File: config.mk
export PLATFORM = sky130hd
export DESIGN_NAME = mem_port_arbiter
export DESIGN_NICKNAME = d
export VERILOG_FILES = /design/src/rtl/mem_port_arbiter.sv
export SDC_FILE = /design/constraint.sdc
export NUM_CORES = 1
export LEC_CHECK = 0
export ABC_AREA = 1
export CORE_AREA = 2 2 153 155
export DETAILED_ROUTE_END_ITERATION = 10
export DIE_AREA = 0 0 155 157
export PLACE_DENSITY_LB_ADDON = 0.25
export RECOVER_POWER = 25
export SYNTH_ARGS = -nofsm -noshare
export SYNTH_HDL_FRONTEND = slang
export SYNTH_SLANG_ARGS = --single-unit
export TNS_END_PERCENT = 30
File: constraint.sdc
create_clock -name clk -period 1.55 [get_ports clk]
set_clock_uncertainty 0.2 [all_clocks]
set_input_delay 0.3875 -clock clk [delete_from_list [all_inputs] [get_ports clk]]
set_output_delay 0.3875 -clock clk [all_outputs]
set_load 0.05 [all_outputs]
File: src/rtl/mem_port_arbiter.sv
// mem_port_arbiter: shares one memory bus port between the IF and MEM requesters,
// issuing at most one transaction per requester per pipeline advance.
module mem_port_arbiter #(
  parameter int ADDR_W = 32,
  parameter int DATA_W = 32
) (
  input  logic                clk,
  input  logic                rst,
  input  logic                if_req,
  input  logic [ADDR_W-1:0]   if_addr,
  output logic [DATA_W-1:0]   if_rdata,
  output logic                IF_DONE,
  input  logic                mem_req,
  input  logic [DATA_W/8-1:0] mem_we,
  input  logic [ADDR_W-1:0]   mem_addr,
  input  logic [DATA_W-1:0]   mem_wdata,
  output logic [DATA_W-1:0]   mem_rdata,
  output logic                MEM_DONE,
  input  logic                pipe_adv,
  output logic                bus_req,
  output logic [DATA_W/8-1:0] bus_we,
  output logic [ADDR_W-1:0]   bus_addr,
  output logic [DATA_W-1:0]   bus_wdata,
  input  logic                bus_gnt,
  input  logic                bus_rvalid,
  input  logic [DATA_W-1:0]   bus_rdata
);
  typedef enum logic [1:0] {IDLE, ISSUE, WAIT_RESP} state_t;
  state_t              state_q;
  logic                own_if_q, if_cmpl_q, mem_cmpl_q, bus_req_q;
  logic [DATA_W/8-1:0] bus_we_q;
  logic [ADDR_W-1:0]   bus_addr_q;
  logic [DATA_W-1:0]   bus_wdata_q, if_rdata_q, mem_rdata_q;
  logic                if_elig, mem_elig, rd_q;
  // Arbitration only happens in IDLE, so nothing is in flight when eligibility is used
  assign if_elig   = if_req & ~if_cmpl_q;
  assign mem_elig  = mem_req & ~mem_cmpl_q;
  assign rd_q      = bus_we_q == '0;
  assign IF_DONE   = if_cmpl_q | ~if_req;
  assign MEM_DONE  = mem_cmpl_q | ~mem_req;
  assign bus_req   = bus_req_q;
  assign bus_we    = bus_we_q;
  assign bus_addr  = bus_addr_q;
  assign bus_wdata = bus_wdata_q;
  assign if_rdata  = if_rdata_q;
  assign mem_rdata = mem_rdata_q;
  always_ff @(posedge clk) begin
    if (!rst) begin
      state_q     <= IDLE;
      own_if_q    <= 1'b0;
      if_cmpl_q   <= 1'b0;
      mem_cmpl_q  <= 1'b0;
      bus_req_q   <= 1'b0;
      bus_we_q    <= '0;
      bus_addr_q  <= '0;
      bus_wdata_q <= '0;
      if_rdata_q  <= '0;
      mem_rdata_q <= '0;
    end else begin
      if (pipe_adv) begin
        if_cmpl_q  <= 1'b0;
        mem_cmpl_q <= 1'b0;
      end
      case (state_q)
        IDLE: if (mem_elig || if_elig) begin
          own_if_q    <= ~mem_elig;
          bus_req_q   <= 1'b1;
          bus_addr_q  <= mem_elig ? mem_addr : if_addr;
          bus_we_q    <= mem_elig ? mem_we : '0;
          bus_wdata_q <= mem_elig ? mem_wdata : '0;
          state_q     <= ISSUE;
        end
        ISSUE: if (bus_gnt) begin
          bus_req_q <= 1'b0;
          state_q   <= WAIT_RESP;
        end
        WAIT_RESP: if (bus_rvalid) begin
          // Placed after the pipe_adv clear so a same-cycle completion wins
          if (own_if_q) if_cmpl_q <= 1'b1;
          else mem_cmpl_q <= 1'b1;
          if (own_if_q && rd_q) if_rdata_q <= bus_rdata;
          if (!own_if_q && rd_q) mem_rdata_q <= bus_rdata;
          state_q <= IDLE;
        end
        default: state_q <= IDLE;
      endcase
    end
  end
endmodule

-- After elaboration in Yosys (flattened, before gate mapping)
Index checks and enable logic that the tools add are counted.
- equality and inequality tests: 5
- multiplexer cells: 18
- bitwise logic cells: 9
- reduce and logical (&&, ||, !) cells: 12
- operators by type and width (cell ; number):
    $mux W32 ; 2
    $reduce_and A3 Y1 ; 4
    $mux W1 ; 10
    $mux W2 ; 3
    $ne A2 B2 Y1 const B ; 3
    $pmux W2 S3 ; 1
    $not A1 Y1 ; 5
    $logic_not A4 Y1 ; 1
    $mux W4 ; 1
    $and A1 B1 Y1 ; 2
    $eq A2 B1 Y1 const B ; 1
    $eq A2 B2 Y1 const B ; 1
    $logic_and A1 B1 Y1 ; 2
    $logic_not A2 Y1 ; 1
    $or A1 B1 Y1 ; 2
    $pmux W1 S2 ; 1
    $reduce_and A2 Y1 ; 1
    $reduce_bool A2 Y1 ; 1
    $logic_not A1 Y1 ; 1
    $logic_or A1 B1 Y1 ; 1
- bits in registers: 138
- input bits: 139
- output and inout port bits: 135
- logic and storage cells: 54

-- Logic depth before layout (Yosys ltp)
Gate-level depths: netlist of the first run.
- depth in word-level cells: 5
- depth in mapped cells: 8

-- Worst setup path before layout of the first run
No wires, ideal clock.
- kind: reg2reg
- from: register bus_we_q[2], in the netlist bus_we[2]
- to: register mem_rdata_q[0], in the netlist mem_rdata[0]
- library setup time: 0.117 ns
- arrival time: 1.371 ns
- data required time: 1.233 ns
- setup slack: -0.137 ns
- cell stages (with the launch flop): 8
- path buffers: 2
- period minus slack after synthesis: 1.687 ns
- path through: dfxtp_1 > inv_1 > nand2_1 > nor2_2 > buf_4 > buf_4 > a21oi_1 > nor2_1
- longest elaborated chain between the ends: 3
- RTL lines (element ; RTL line ; text):
    start, declared ; 31 ; logic [DATA_W/8-1:0] bus_we_q;
    start signal, assigned ; 69 ; bus_we_q <= mem_elig ? mem_we : '0;
    $logic_not A4 Y1 ; 38 ; assign rd_q = bus_we_q == '0;
    $logic_and A1 B1 Y1 ; 82 ; if (!own_if_q && rd_q) mem_rdata_q <= bus_rdata;
    $reduce_and A3 Y1 (no line) ; n/a ;
    end signal, assigned ; 82 ;
    end, declared ; 33 ; logic [DATA_W-1:0] bus_wdata_q, if_rdata_q, mem_rdata_q;
Every way passes these cells.
A chain may end at the register's enable or synchronous reset.

-- Worst setup path in the final report of the first run
- from: register mem_cmpl_q
- to: output port MEM_DONE
- longest elaborated chain between the ends: 1
- RTL lines (element ; RTL line ; text):
    start, declared ; 30 ; logic own_if_q, if_cmpl_q, mem_cmpl_q, bus_req_q;
    start signal, assigned ; 52 ; mem_cmpl_q <= 1'b0;
    start signal, assigned ; 62 ; mem_cmpl_q <= 1'b0;
    start signal, assigned ; 80 ; else mem_cmpl_q <= 1'b1;
    $or A1 B1 Y1 ; 40 ; assign MEM_DONE = mem_cmpl_q | ~mem_req;
    end, declared ; 18 ; output logic MEM_DONE,
Every way passes these cells.

==> results of run 1 <==
worst max-delay path by stage:
stage	from	to	slack, ns	cells past startpoint
after floorplan	mem_req	MEM_DONE	-0.01	3
after global placement	bus_rvalid	if_rdata[0]	-0.41	7
after detailed placement	bus_rvalid	if_rdata[22]	-0.45	7
final	mem_cmpl_q	MEM_DONE	-0.18	4
after CTS	mem_cmpl_q	MEM_DONE	-0.21	4
after global routing	mem_cmpl_q	MEM_DONE	-0.23	4
layer usage:
metal / global-route usage, % / part of all wire, % / vias up
li1: - / - / 3325
met1: 19.1 / 43 / 2827
met2: 26.0 / 48 / 203
met3: 6.66 / 8.2 / 11
met4: 3.84 / 1.0 / 0
met5: 0 / 0 / -
tightest hold or removal path, cell delays in order:
cell and delay, ns:
buf_4 0.17, nand2_1 0.08, nor2_1 0.03
Yosys cell counts, drive strengths merged:
cell / count
a21oi: 74
nor2: 169
clkbuf: 17
dfxtp: 138
nand4: 1
clkinv: 1
nand3: 99
inv: 75
buf: 45
nand2: 275
nand3b: 1
state kept, by name, summed over array words and instances (netlist names), 2 cells and up:
signal,count
mem_rdata,32
bus_we,4
if_rdata,32
bus_wdata,32
bus_addr,32
state_q,2
layout make-up:
cell class | instances | area share [%]
Timing Repair Buffer | 323 | 40.4
Inverter | 76 | 2.43
Antenna cell | 2 | 0.0422
Multi-Input combinational cell | 620 | 23.8
Tap cell | 285 | 3.01
Clock inverter | 15 | 1.48
Sequential cell | 138 | 25.2
Clock buffer | 17 | 3.59
cells by family after synthesis:
kind of cell	count (synthesis)
flip-flops	138
buffers and inverters	138
AO/OA/AOI/OAI	74
AND/OR/NAND/NOR	545
power by group through the flow:
stage               clock [W]  combinational [W]  sequential [W]
finish                0.00417            0.00308         0.00396
global route          0.00446            0.00330         0.00399
CTS                   0.00430            0.00297         0.00398
detailed placement          0            0.00295         0.00403
global placement            0            0.00294         0.00402
floorplan                   0           0.000876         0.00457
layout by cell type (no fill, tap or decap), types with 23 or more instances in the layout:
cell / instances
inv_1: 70
buf_12: 149
a21oi_1: 62
clkbuf_16: 23
clkdlybuf4s50_1: 134
dfxtp_2: 118
nor2_1: 140
nand3_1: 98
nand2_1: 270
repair_timing:
action / in CTS / in global routing
setup buffers: 3 / 5
setup endpoints to repair: 132 / 152
gates resized for setup: 135 / 82
gates cloned: 0 / 9
pin swaps: 3 / 30
metrics by stage:
step / power [W] / instance area (µm²) / worst slack (ns)
final: 0.0112 / 11800 / -0.177
after global routing: 0.0117 / 11800 / -0.235
after CTS: 0.0113 / 11300 / -0.212
after detailed placement: 0.00698 / 10500 / -0.449
after global placement: 0.00696 / 10500 / -0.410
after floorplan: 0.00545 / 6020 / -0.0140
==> flow_summary_export.csv, run 1 <==
group,metric,value,unit
worst_setup_path,worstPathArrival,1.14,ns
placed_design,place_hpwl,14100,µm
die,start_util,26.7,%
logic_synthesis,synthCells,895,
worst_hold_path,hold_path_class,"in -> reg",
logic_synthesis,synth_top_area_share,45.9,%
logic_synthesis,syn-num-nets,1034,
cts,numCtsBuffers,17,
sta,tightest_slew,0.337,ns
worst_setup_path,r2r_end,"bus_addr[18]",
run,cap_viol_max_count,0,
sta,rsz0062_at_grt,"true",
placed_design,port_buffers,273,
grt,grt_usage,15.8,%
die,die-area,0.0243,mm²
finish,instances_no_fill,1476,
sta,clock.fmax,0.579,GHz
cts,cts_tree,"built",
sta,hold_slack,0.0937,ns
sta,fin_ws,-0.177,ns
die,ios,274,
cts,ctsHoldBuffers,0,
logic_synthesis,synthMuxAreaShare,0,%
worst_setup_path,startpoint_type,"flip-flop",
cts,clkLatencyLatePin,0.41,ns
detailed_routing,firstDrtPassIters,4,
detailed_routing,post-route-drc-count,0,
worst_hold_path,worstHoldPathCells,3,
worst_setup_path,crit_slowest_cell,"dfxtp_2",
worst_setup_path,crit_buf_inv,3,
die,die_y,157,µm
logic_synthesis,syn_area_per_cell,6.72,µm²
worst_setup_path,worst_ep_required_time,0.96,ns
detailed_routing,dr_total_vias,6366,
pwr,p_comb_share,27.5,%
grt,grt_pass1_wl,30700,µm
finish,fin_util,52.6,%
worst_setup_path,crit_path_frequent_cell,"buf_12",
logic_synthesis,synth-seq-cells,138,
placed_design,gp_congestion,0.777,
run_status,status,"finished with violations",
pwr,seqPwrFrac,35.3,%
worst_hold_path,min_to,"mem_rdata[10]",
grt,grt_start_max_net_pins,53,
detailed_routing,wl_per_cell,14.0,µm
logic_synthesis,synth.top_cells.by_area,"dfxtp_1, nand2_1, nor2_1, nand3_1, a21oi_1",
worst_setup_path,crit_chain,"inv_4 > nand2_4 > buf_12 > buf_12",
sta,slew_headroom,77.5,%
worst_setup_path,path_class,"reg -> out",
logic_synthesis,yosysSeqAreaShare,45.9,%
logic_synthesis,yosys.area.top_type,"dfxtp_1",
die,core,0.0225,mm²
logic_synthesis,yosys.area_share.adder,0,%
finish,syn_to_final_growth,97.0,%
worst_setup_path,cp_max_fo,2,
worst_setup_path,r2r_slack,0.01,ns
pwr,powerDensity,947,mW/mm²
logic_synthesis,ys_warn_count,0,
worst_setup_path,max_stage_delay,0.33,ns
worst_setup_path,end_kind,"output port",
grt,antenna_found_initial,2,
worst_hold_path,worstHoldStart,"rst",
sta,maxSlewViolCount,0,
placed_design,dp.cells,1425,
logic_synthesis,synth-simple-area-share,36.6,%
pwr,p_sw_share,32.6,%
pwr,p_sw,0.00366,W
logic_synthesis,ys_types,20,
logic_synthesis,syn_area,0.00601,mm²
grt,overflow,0,
finish,nets,1315,
die,fp.dieW,155,µm
pwr,p_clk_share,37.2,%
detailed_routing,routed_wl,20700,µm
cts,clk_path_buf_depth,2,
detailed_routing,drt_first_iter_violations,218,
cts,cts-root-buf,"clkbuf_16",
sta,finalCriticalPeriod,1.73,ns
cts,path_clk_slew,0.06,ns
grt,first_global_vias,5918,
finish,drive_above_1_share,34.4,%
detailed_routing,antenna_left,0,
logic_synthesis,synth_top_family_by_area,"simple AND/OR/NAND/NOR gates",
detailed_routing,viasPerCell,4.31,
finish,multiInputGateArea,0.00283,mm²
finish,seqCellArea,0.00299,mm²
pwr,p_int,0.00756,W
logic_synthesis,synth_xor_area_share,0,%
cts,cts.htree.levels,4,
cts,clock-sinks,138,
run_status,violations,"negative setup slack",
sta,fin_setup_tns,-0.304,ns
pwr,p_leak,5.09,nW
logic_synthesis,synth_compound_area_share,6.91,%
die,placementRows,55,
worst_setup_path,path_delay_family,"buffers and inverters",
sta,setup_viol,2,
pwr,vdd_drop_max,0.631,mV
worst_setup_path,r2r.worst_path.cells,9,
sta,finalCritPeriodShare,111,%
finish,fill_cells,2103,
worst_setup_path,worst_r2r_startpoint,"mem_cmpl_q",
sta,hold_viol,0,
Note: power is estimated with default switching activity, not from simulation.
==> run 2: changes to the inputs <==
- CAP_MARGIN: not set -> 20
==> results of run 2 <==
No change in the layout: final DEF, timing and power equal those of run 1.
==> run 3: changes to the inputs <==
- CORE_AREA: 2 2 153 155 -> 2 2 123 125
- DIE_AREA: 0 0 155 157 -> 0 0 125 127
- PLACE_DENSITY: not set -> 0.88
- PLACE_DENSITY_LB_ADDON: 0.25 -> not set
==> run 3 against run 2 <==
  * The flow still finishes with violations (negative setup slack)
  * Fmax shrank 1.9%
  * First-iteration DRC count grew to 3.4 times the previous value
  * Global-route usage grew 11 points
  * Core utilization grew 31 points
  * Via count grew 16%
  * Hold slack gained 0.034 ns
  * Register-to-register slack lost 0.22 ns
  * Largest power group unchanged
==> flow_summary_export.csv, run 3 (synthesis gave the netlist of run 1 again) <==
group,metric,value,unit
run_status,status,"finished with violations",
run_status,violations,"negative setup slack",
cts,clock-sinks,138,
grt,overflow,0,
finish,final_cell_area,0.0120,mm²
worst_setup_path,startpoint_type,"flip-flop",
worst_setup_path,cp_max_fo,5,
placed_design,gp_congestion,0.816,
die,fp.dieW,125,µm
placed_design,placed_area,0.0104,mm²
die,start_util,41.7,%
finish,multiInputGateArea,0.00296,mm²
placed_design,place_hpwl,14800,µm
detailed_routing,wl_per_cell,19.6,µm
die,core,0.0144,mm²
grt,grt_pass1_wl,33900,µm
finish,mostFrequentLayoutCell,"nand2_1",
placed_design,port_buffers,273,
sta,clock.fmax,0.568,GHz
sta,hold_slack,0.128,ns
finish,final_cell_mix,"nand2_1, nor2_1, buf_12, clkdlybuf4s50_1, dfxtp_2",
worst_setup_path,path_class,"reg -> reg",
pwr,p_leak,5.22,nW
die,die_y,127,µm
sta,slew_headroom,76.4,%
worst_setup_path,worst_ep_required_time,1.68,ns
sta,tightest_slew,0.353,ns
finish,seqCellArea,0.00296,mm²
pwr,powerDensity,971,mW/mm²
grt,antenna_found_initial,0,
worst_hold_path,hold_path_class,"in -> reg",
finish,fill_cells,709,
sta,hold_viol,0,
finish,nets,1325,
sta,setup_viol,62,
worst_setup_path,end_kind,"flip-flop",
cts,cts_tree,"built",
finish,drive_above_1_share,37.8,%
cts,cts.htree.levels,4,
sta,fin_ws,-0.210,ns
cts,clk_path_buf_depth,2,
sta,rsz0062_at_grt,"true",
sta,finalCritPeriodShare,114,%
detailed_routing,routed_wl,27100,µm
detailed_routing,dr_total_vias,7364,
detailed_routing,antenna_left,0,
pwr,vdd_drop_max,0.936,mV
sta,finalCriticalPeriod,1.76,ns
sta,maxSlewViolCount,0,
finish,syn_to_final_growth,99.8,%
cts,path_clk_slew,0.06,ns
cts,cts-root-buf,"clkbuf_16",
detailed_routing,drt_first_iter_violations,742,
finish,antenna_cells,0,
detailed_routing,post-route-drc-count,0,
run,cap_viol_max_count,0,
pwr,p_total,0.0117,W
grt,grt_usage,26.7,%
worst_setup_path,worstPathArrival,1.89,ns
detailed_routing,firstDrtPassIters,8,
grt,grt_start_max_net_pins,43,
grt,first_global_vias,6793,
detailed_routing,viasPerCell,5.33,
sta,fin_setup_tns,-4.16,ns
die,die-area,0.0159,mm²
die,placementRows,44,
cts,numCtsBuffers,17,
die,ios,274,
cts,clkLatencyLatePin,0.42,ns
==> run 3: changes by cell type in the layout (fill, tap and decap cells not counted), sizes merged <==
cell	previous run	this run
dlymetal6s2s	1	0
buf	180	189
clkbuf	23	30
clkinv	5	4
dlygate4sd2	2	3
diode	2	0
nand2	276	275
inv	84	77
clkinvlp	1	3
==> run 3: path summary, 6_finish.rpt <==
check | from | endpoint | slack (ns) | cells past startpoint
hold reg to reg | bus_req | bus_req | 0.29 | 2
hold / removal | rst | mem_rdata[28] | 0.13 | 3
setup / recovery | state_q[1] | bus_wdata[27] | -0.21 | 8
setup reg to reg | state_q[1] | bus_wdata[27] | -0.21 | 8
==> run 3: layout make-up <==
| cell class | instances | area share [%] |
|---|---|---|
| repair buffers | 334 | 41.6 |
| flip-flops and latches | 138 | 24.6 |
| multi-input cells | 619 | 24.6 |
| clock buffers | 22 | 4.03 |
| inverters | 76 | 2.44 |
| well taps | 184 | 1.92 |
| clock inverters | 9 | 0.739 |
==> run 3: repair_timing <==
action                     4_1_cts  5_1_grt
pin swaps                        4       51
setup endpoints to repair      143      151
gates resized for setup        102      171
gates cloned                     3       11
hold buffers                     0        0
buffers inserted                 6       12
==> run 3: power breakdown <==
group | total (W) | internal, W | switching [W]
Sequential | 0.00402 | 0.00377 | 0.000245
Clock | 0.00403 | 0.00238 | 0.00165
Combinational | 0.00362 | 0.00174 | 0.00188
==> run 3: metal layers <==
metal	vias up	GRT usage, %	wire length, µm
met3	133	8.46	2450
met2	489	47.7	14000
li1	3345	-	-
met5	-	0	0
met4	0	12.5	1540
met1	3397	28.8	9110
==> run 3: critical path, cell delays in order (launching register included) <==
cell       delay [ns]
dfxtp_4          0.37
nor2_2           0.13
buf_4            0.15
inv_2            0.05
nor2_4           0.21
buf_4            0.17
clkbuf_16        0.14
nand2_1          0.06
a21oi_1          0.21
==> run 3: per-stage QoR <==
step	util [%]	setup WS [ns]	std cells
2_1_floorplan	-	-0.0140	895
3_3_place_gp	71.9	-0.405	1321
3_5_place_dp	71.9	-0.495	1321
4_1_cts	78.0	-0.156	1360
5_1_grt	83.3	-0.297	1382
6_report	83.3	-0.210	1382
